File: config.mk
export PLATFORM = sky130hd
export DESIGN_NAME = lvds_frame_parse_flat
export DESIGN_NICKNAME = d
export VERILOG_FILES = /design/src/rtl/lvds_frame_parse_if.sv /design/src/rtl/lvds_frame_parse.sv /design/src/flat_wrapper.sv
export SDC_FILE = /design/constraint.sdc
export NUM_CORES = 1
export LEC_CHECK = 0
export ABC_AREA = 1
export BUFFER_PORTS_ARGS = -buffer_cell sky130_fd_sc_hd__buf_2
export CELL_PAD_IN_SITES_DETAIL_PLACEMENT = 0
export CELL_PAD_IN_SITES_GLOBAL_PLACEMENT = 1
export CORE_MARGIN = 3
export CORE_UTILIZATION = 40
export CTS_CLUSTER_DIAMETER = 30
export DETAILED_ROUTE_END_ITERATION = 10
export PLACE_DENSITY_LB_ADDON = 0.12
export SLEW_MARGIN = 20
export SYNTH_ARGS = -nofsm -noshare
export SYNTH_HDL_FRONTEND = slang
export SYNTH_SLANG_ARGS = --single-unit
File: constraint.sdc
create_clock -name clk_m_144 -period 2.3 [get_ports clk_m_144]
set_input_delay 0.575 -clock clk_m_144 [delete_from_list [all_inputs] [get_ports clk_m_144]]
set_output_delay 0.575 -clock clk_m_144 [all_outputs]
set_load 0.1 [all_outputs]
File: src/rtl/lvds_frame_parse_if.sv
// Byte stream from the LVDS deserialiser in, framed payload and status out.
// The master modport is the stream source and sink; the slave modport is the parser.
interface lvds_frame_parse_if;
  logic [8:0]  s2p_dout;
  logic        dout_en;
  logic [7:0]  frm_data;
  logic        frm_vld;
  logic        frm_sop;
  logic        frm_eop;
  logic [11:0] frm_len;
  logic        frm_done;
  logic        frm_ok;
  logic [15:0] err_cnt;

  modport master (
    output s2p_dout, dout_en,
    input  frm_data, frm_vld, frm_sop, frm_eop, frm_len, frm_done, frm_ok, err_cnt
  );

  modport slave (
    input  s2p_dout, dout_en,
    output frm_data, frm_vld, frm_sop, frm_eop, frm_len, frm_done, frm_ok, err_cnt
  );
endinterface

File: src/rtl/lvds_frame_parse.sv
// Frame parser: SYNC0 SYNC1 LEN_H LEN_L payload checksum, registered outputs.
// Define LVDS_FRAME_PARSE_ERRCNT_EN to build the saturating bad-frame counter.
//
// state   | meaning
// HUNT    | idle, waiting for SYNC0
// SYNC    | SYNC0 seen, expecting SYNC1
// LEN_H   | expecting length high nibble byte
// LEN_L   | expecting length low byte, length checked here
// PAYLOAD | forwarding payload bytes, r_rem counts down to 1
// CHK     | expecting checksum byte
module lvds_frame_parse #(
  parameter logic [7:0]  SYNC0   = 8'hEB,
  parameter logic [7:0]  SYNC1   = 8'h90,
  parameter logic [11:0] MAX_LEN = 12'd1024
) (
  input logic                clk_m_144,
  input logic                rst_n,
  lvds_frame_parse_if.slave  bus
);

  typedef enum logic [2:0] {HUNT, SYNC, LEN_H, LEN_L, PAYLOAD, CHK} state_t;

  state_t      r_state, w_state_nxt;
  logic        w_acc;
  logic [7:0]  w_byte;
  logic [11:0] w_len_cand;
  logic [3:0]  r_len_h, w_len_h_nxt;
  logic [11:0] r_len, w_len_nxt;
  logic [11:0] r_rem, w_rem_nxt;
  logic [7:0]  r_sum, w_sum_nxt;
  logic [7:0]  r_data, w_data_nxt;
  logic        r_vld, w_vld_nxt;
  logic        r_sop, w_sop_nxt;
  logic        r_eop, w_eop_nxt;
  logic        r_done, w_done_nxt;
  logic        r_ok, w_ok_nxt;

  assign w_acc      = bus.s2p_dout[8] & bus.dout_en;
  assign w_byte     = bus.s2p_dout[7:0];
  assign w_len_cand = {r_len_h, w_byte};

  always_ff @(posedge clk_m_144) begin
    if (!rst_n) begin
      r_state <= HUNT;
      r_len_h <= '0;
      r_len   <= '0;
      r_rem   <= '0;
      r_sum   <= '0;
      r_data  <= '0;
      r_vld   <= 1'b0;
      r_sop   <= 1'b0;
      r_eop   <= 1'b0;
      r_done  <= 1'b0;
      r_ok    <= 1'b0;
    end else begin
      r_state <= w_state_nxt;
      r_len_h <= w_len_h_nxt;
      r_len   <= w_len_nxt;
      r_rem   <= w_rem_nxt;
      r_sum   <= w_sum_nxt;
      r_data  <= w_data_nxt;
      r_vld   <= w_vld_nxt;
      r_sop   <= w_sop_nxt;
      r_eop   <= w_eop_nxt;
      r_done  <= w_done_nxt;
      r_ok    <= w_ok_nxt;
    end
  end

  always_comb begin
    w_state_nxt = r_state;
    w_len_h_nxt = r_len_h;
    w_len_nxt   = r_len;
    w_rem_nxt   = r_rem;
    w_sum_nxt   = r_sum;
    w_data_nxt  = r_data;
    w_vld_nxt   = 1'b0;
    w_sop_nxt   = 1'b0;
    w_eop_nxt   = 1'b0;
    w_done_nxt  = 1'b0;
    w_ok_nxt    = r_ok;

    // Any gap in the stream once a frame has started kills it.
    if (r_state != HUNT && !w_acc) begin
      if (r_state == PAYLOAD && r_rem != r_len) begin
        w_vld_nxt  = 1'b1;
        w_eop_nxt  = 1'b1;
        w_data_nxt = 8'h00;
      end
      w_done_nxt  = 1'b1;
      w_ok_nxt    = 1'b0;
      w_state_nxt = HUNT;
    end else if (w_acc) begin
      case (r_state)
        HUNT: begin
          if (w_byte == SYNC0) w_state_nxt = SYNC;
        end
        SYNC: begin
          if (w_byte == SYNC1)      w_state_nxt = LEN_H;
          else if (w_byte != SYNC0) w_state_nxt = HUNT;
        end
        LEN_H: begin
          w_sum_nxt   = w_byte;
          w_len_h_nxt = w_byte[3:0];
          if (w_byte[7:4] != 4'h0) begin
            w_done_nxt  = 1'b1;
            w_ok_nxt    = 1'b0;
            w_state_nxt = HUNT;
          end else begin
            w_state_nxt = LEN_L;
          end
        end
        LEN_L: begin
          w_sum_nxt = r_sum + w_byte;
          w_len_nxt = w_len_cand;
          w_rem_nxt = w_len_cand;
          if (w_len_cand == 12'd0 || w_len_cand > MAX_LEN) begin
            w_done_nxt  = 1'b1;
            w_ok_nxt    = 1'b0;
            w_state_nxt = HUNT;
          end else begin
            w_state_nxt = PAYLOAD;
          end
        end
        PAYLOAD: begin
          w_sum_nxt  = r_sum + w_byte;
          w_data_nxt = w_byte;
          w_vld_nxt  = 1'b1;
          w_sop_nxt  = (r_rem == r_len);
          w_eop_nxt  = (r_rem == 12'd1);
          w_rem_nxt  = r_rem - 12'd1;
          if (r_rem == 12'd1) w_state_nxt = CHK;
        end
        CHK: begin
          w_done_nxt  = 1'b1;
          w_ok_nxt    = (w_byte == r_sum);
          w_state_nxt = HUNT;
        end
        default: w_state_nxt = HUNT;
      endcase
    end
  end

  assign bus.frm_data = r_data;
  assign bus.frm_vld  = r_vld;
  assign bus.frm_sop  = r_sop;
  assign bus.frm_eop  = r_eop;
  assign bus.frm_len  = r_len;
  assign bus.frm_done = r_done;
  assign bus.frm_ok   = r_ok;

`ifdef LVDS_FRAME_PARSE_ERRCNT_EN
  logic [15:0] r_err_cnt;

  always_ff @(posedge clk_m_144) begin
    if (!rst_n) begin
      r_err_cnt <= '0;
    end else if (r_done && !r_ok && r_err_cnt != 16'hFFFF) begin
      r_err_cnt <= r_err_cnt + 16'd1;
    end
  end

  assign bus.err_cnt = r_err_cnt;
`else
  assign bus.err_cnt = 16'h0000;
`endif

endmodule

File: src/flat_wrapper.sv
// flat-port wrapper written by rule: the top's interface ports become plain ports
module lvds_frame_parse_flat 
#(
  parameter logic [7:0]  SYNC0   = 8'hEB,
  parameter logic [7:0]  SYNC1   = 8'h90,
  parameter logic [11:0] MAX_LEN = 12'd1024
)
  (clk_m_144, rst_n, bus_s2p_dout, bus_dout_en, bus_frm_data, bus_frm_vld, bus_frm_sop, bus_frm_eop, bus_frm_len, bus_frm_done, bus_frm_ok, bus_err_cnt);
  lvds_frame_parse_if bus_i ();
  input logic clk_m_144;
  input logic rst_n;
  input wire logic [$bits(bus_i.s2p_dout)-1:0] bus_s2p_dout;
  input wire logic [$bits(bus_i.dout_en)-1:0] bus_dout_en;
  output wire logic [$bits(bus_i.frm_data)-1:0] bus_frm_data;
  output wire logic [$bits(bus_i.frm_vld)-1:0] bus_frm_vld;
  output wire logic [$bits(bus_i.frm_sop)-1:0] bus_frm_sop;
  output wire logic [$bits(bus_i.frm_eop)-1:0] bus_frm_eop;
  output wire logic [$bits(bus_i.frm_len)-1:0] bus_frm_len;
  output wire logic [$bits(bus_i.frm_done)-1:0] bus_frm_done;
  output wire logic [$bits(bus_i.frm_ok)-1:0] bus_frm_ok;
  output wire logic [$bits(bus_i.err_cnt)-1:0] bus_err_cnt;
  assign bus_i.s2p_dout = bus_s2p_dout;
  assign bus_i.dout_en = bus_dout_en;
  assign bus_frm_data = bus_i.frm_data;
  assign bus_frm_vld = bus_i.frm_vld;
  assign bus_frm_sop = bus_i.frm_sop;
  assign bus_frm_eop = bus_i.frm_eop;
  assign bus_frm_len = bus_i.frm_len;
  assign bus_frm_done = bus_i.frm_done;
  assign bus_frm_ok = bus_i.frm_ok;
  assign bus_err_cnt = bus_i.err_cnt;
  lvds_frame_parse #(.SYNC0(SYNC0), .SYNC1(SYNC1), .MAX_LEN(MAX_LEN)) u_core (.clk_m_144(clk_m_144), .rst_n(rst_n), .bus(bus_i));
endmodule
Word-level counts from Yosys, hierarchy flattened --
Index checks and enable logic that the tools add are counted.
Storage, ports and cells: bits in registers 52, input bits 12, output and inout bits 41, logic and storage cells 88
Operators by class: add/sub/neg operators 2, order comparisons 1, eq/ne operators 18, muxes and demuxes 28, bitwise operators 5, reduce and logical (&&, ||, !) cells 23
Operators by type and width (number):
- $mux W8 | 4
- $pmux W12 S2 | 1
- $eq A8 B8 Y1 const B | 2
- $pmux W8 S2 | 1
- $mux W3 | 5
- $pmux W3 S5 | 1
- $reduce_and A3 Y1 | 5
- $mux W1 | 13
- $eq A12 B1 Y1 const B | 1
- $eq A12 B12 Y1 | 1
- $gt A12 B11 Y1 const B | 1
- $logic_not A12 Y1 | 1
- $ne A12 B12 Y1 | 1
- $sub A12 B1 Y12 const B | 1
- $add A8 B8 Y8 | 1
- $eq A8 B8 Y1 | 1
- $ne A8 B8 Y1 const B | 1
- $reduce_and A4 Y1 | 2
- $reduce_bool A2 Y1 | 4
- $eq A3 B2 Y1 const B | 2
- $eq A3 B3 Y1 const B | 2
- $ne A2 B1 Y1 const B | 3
- $pmux W1 S3 | 2
- $reduce_bool A3 Y1 | 2
- other kinds (13) | 19

Logic depth before layout (Yosys ltp) --
word-level depth 6, gate-level depth with buffers 11, gate-level depth less buffers 11

Least setup slack after synthesis --
No wires, ideal clock.
path type input port to flip-flop, start point input bus_s2p_dout[0], end point register u_core.r_sum[6], setup time 0.132 ns, arrival 1.730 ns, data required time 2.168 ns, setup slack 0.438 ns, stages on the path 9, path buffers 0, cells stage by stage ha_1 > inv_1 > fa_1 > o21ai_0 > nand2_1 > nand3_1 > nand3_1 > nand2_1 > a21oi_1
On the way: cells in the longest elaborated chain, start to end 2
RTL lines:
- start, declared | RTL line flat_wrapper.sv:12 | input wire logic [$bits(bus_i.s2p_dout)-1:0] bus_s2p_dout;
- $add A8 B8 Y8 | RTL line lvds_frame_parse.sv:114, lvds_frame_parse.sv:126
- $pmux W8 S2 | RTL line lvds_frame_parse.sv:94 | case (r_state)
- end signal, assigned | RTL line lvds_frame_parse.sv:60 | r_sum <= w_sum_nxt;
- end, declared | RTL line lvds_frame_parse.sv:30 | logic [7:0] r_sum, w_sum_nxt;
Every way passes these cells. A chain may end at the register's enable or synchronous reset.

Final worst setup path --
Ends and elaborated chain as after synthesis.

==> impl_metrics.csv <==
group,metric,value,unit
clock_network,cts-root-buf,"clkbuf_8",
clock_network,cts_tree,"yes",
detailed_routing,viasPerCell,5.05,
detailed_routing,first_pass_iters,4,
clock_network,cts_hold_buf,0,
timing,period_needed,1.84,ns
global_routing,track_usage,19.7,%
placed_design,port_buffers,36,
placed_design,placement.cell_area,3410,um^2
global_routing,antenna_found_initial,0,
placed_design,hpwl,6630,um
clock_network,cts_resized,0,
clock_network,clock_latency,0.32,ns
timing,finalHoldViolCount,0,
detailed_routing,postRouteAntennaNets,0,
power,power.density,472,nW/um^2
final_layout,final_cell_area,3500,um^2
synthesis,yosys_warnings,0,
detailed_routing,routed_wl,8710,um
detailed_routing,wl_per_cell,14.3,um
worst_setup_path,required,2.55,ns
synthesis,ys_types,33,
floorplan,die_x,95.4,um
timing,max_freq,0.542,GHz
worst_setup_path,path_class,"in2reg",
timing,rsz0062_at_grt,"no",
detailed_routing,post-route-drc-count,0,
final_layout,final_common_cell,"nand2_1",
clock_network,clkSlewWorstSetupHoldPaths,0.09,ns
detailed_routing,drtIter0Drc,173,
worst_setup_path,r2r_slack,0.52,ns
clock_network,cts_sinks,52,
timing,fin_ws,0.456,ns
global_routing,grt_pass1_vias,2867,
worst_setup_path,ff2ff_path_depth,7,
timing,setup_viol,0,
floorplan,die_area,9090,um^2
synthesis,yosysTopAreaCellShare,32.6,%
floorplan,core_area,7490,um^2
final_layout,nFillCells,824,
status,status,"finished, final reports clean",
placed_design,dp_cells,603,
clock_network,htreeDepth,2,
floorplan,ios,53,
floorplan,start_util,42.7,%
worst_setup_path,worstPathMaxFanout,6,
timing,fin_crit_sh,80.2,%
detailed_routing,num_vias,3085,
power,power,1.65,mW
min_path,hold_path.class,"reg2reg",
synthesis,yosysSeqAreaShare,32.6,%
global_routing,grt-ovfl-total,0,
power,p_leak,1.68,nW
global_routing,grt_pass1_wl,14000,um
worst_setup_path,rr_startpoint,"u_core.r_state[0]$_SDFFE_PP0P_",
placed_design,place_ws,0.133,ns
final_layout,area_delta_synth_final,9.52,%
final_layout,antenna_cells,0,
worst_setup_path,endpoint,"u_core.r_sum[6]$_SDFFE_PN0P_",
worst_setup_path,start_kind,"primary input",
final_layout,fin_nets,533,
synthesis,netlist_area,3190,um^2
global_routing,grt_max_degree,23,
worst_setup_path,r2r-end,"u_core.r_sum[1]$_SDFFE_PN0P_",
synthesis,synth_cells,473,
power,ir_drop,0.000242,V
run,drv_cap,0,
floorplan,fp-row-count,31,
timing,fin_skew,0.0143,ns
worst_setup_path,arrival,2.09,ns
final_layout,fin_cells,611,
timing,maxSlewViolCount,0,
synthesis,yosys.area.top_type,"dfxtp_1",
clock_network,post_cts_buffers,0,
placed_design,gp_congestion,0.911,
synthesis,ys_ff_latch,52,
synthesis,synth_area_leaders,"dfxtp_1 33%, nand2_1 13%, a21oi_1 7.1%",
worst_setup_path,crit_start,"bus_s2p_dout[0]",
clock_network,numCtsBuffers,5,
final_layout,layout-drive-gt1-share,14.3,%
clock_network,clk_path_buf_depth,2,
final_layout,fin_util,46.7,%
synthesis,avgSynthCellArea,6.75,um^2
timing,hold_ws,0.474,ns
floorplan,die_h,95.4,um
final_layout,mostFrequentLayoutCells,"110 x nand2_1, 52 x inv_1, 52 x dfxtp_1",
worst_setup_path,setup.worst_path.end_class,"flip-flop",
timing,tns,0,ns
==> worst max-delay path: stages <==
cell and delay (ns):
buf_2 0.14, ha_1 0.18, inv_1 0.05, fa_1 0.41, o21ai_0 0.30, nand2_1 0.12
nand2_1 0.08, nand2_1 0.05, nand3_1 0.06, nand2_1 0.05, a21oi_1 0.10
==> routing by layer <==
layer | GRT usage [%] | share of wire [%] | routed length [um] | vias up
met5 | 0 | 0 | 0 | -
met4 | 4.33 | 1.2 | 108 | 0
li1 | - | - | - | 1597
met3 | 2.84 | 3.5 | 309 | 10
met2 | 35.7 | 49 | 4270 | 59
met1 | 24.7 | 46 | 4020 | 1419
==> flip-flops by register name, summed over array words and instances, names as in the netlist, 3 cells and up <==
signal and flops:
u_core.bus.frm_data 8, u_core.bus.frm_len 12, u_core.r_len_h 4, u_core.r_rem 12, u_core.r_state 3, u_core.r_sum 8
==> report_power, final <==
part	leakage, nW	switching (mW)	internal, mW
logic	1.22	0.186	0.0270
registers	0.419	0.000431	0.900
clock network	0.0445	0.322	0.217
total	1.68	0.509	1.14
==> worst min-delay path by stage <==
stage                     slack [ns]                                  end                                 from  depth (start not counted)
after floorplan                 0.45         u_core.r_sum[5]$_SDFFE_PN0P_         u_core.r_sum[5]$_SDFFE_PN0P_                          2
after global placement          0.46         u_core.r_sum[6]$_SDFFE_PN0P_         u_core.r_sum[6]$_SDFFE_PN0P_                          2
after detailed placement        0.46         u_core.r_sum[6]$_SDFFE_PN0P_         u_core.r_sum[6]$_SDFFE_PN0P_                          2
after CTS                       0.48         u_core.r_sum[6]$_SDFFE_PN0P_         u_core.r_sum[6]$_SDFFE_PN0P_                          2
after global routing            0.50  u_core.bus.frm_data[0]$_SDFFE_PN0P_  u_core.bus.frm_data[0]$_SDFFE_PN0P_                          2
final                           0.47         u_core.r_sum[6]$_SDFFE_PN0P_         u_core.r_sum[6]$_SDFFE_PN0P_                          2
==> Yosys cell counts (all sizes together) <==
cell / count
xnor2: 5
xor2: 5
nor3: 10
conb: 1
inv: 56
o211ai: 2
nor4: 1
buf: 25
o21a: 1
a211oi: 7
ha: 9
nand3: 25
nand4: 11
a31oi: 6
dfxtp: 52
a21oi: 45
nor2: 40
o21ai: 42
clkinv: 1
o22ai: 1
fa: 1
clkbuf: 4
nand2: 122
o21bai: 1
==> kinds of logic after synthesis <==
group / count (synthesis) / synth area share, %
compound gates: 105 / 17.7
buf+inv: 86 / 13.4
other cells: 1 / 0.117
flops: 52 / 32.6
xor+xnor: 10 / 2.74
simple gates: 209 / 29.3
fa+ha+maj: 10 / 4.15
==> cell type report <==
type | count | area [um^2] | share of cell area (%)
clock inverter | 3 | 21.3 | 0.608
sequential | 52 | 1040 | 29.8
tap | 99 | 124 | 3.54
clock buffer | 5 | 68.8 | 1.97
inverter | 57 | 214 | 6.12
multi-input combinational | 350 | 1780 | 50.9
timing repair buffer | 45 | 248 | 7.08
No activity file was read; power rests on OpenSTA's default activity.
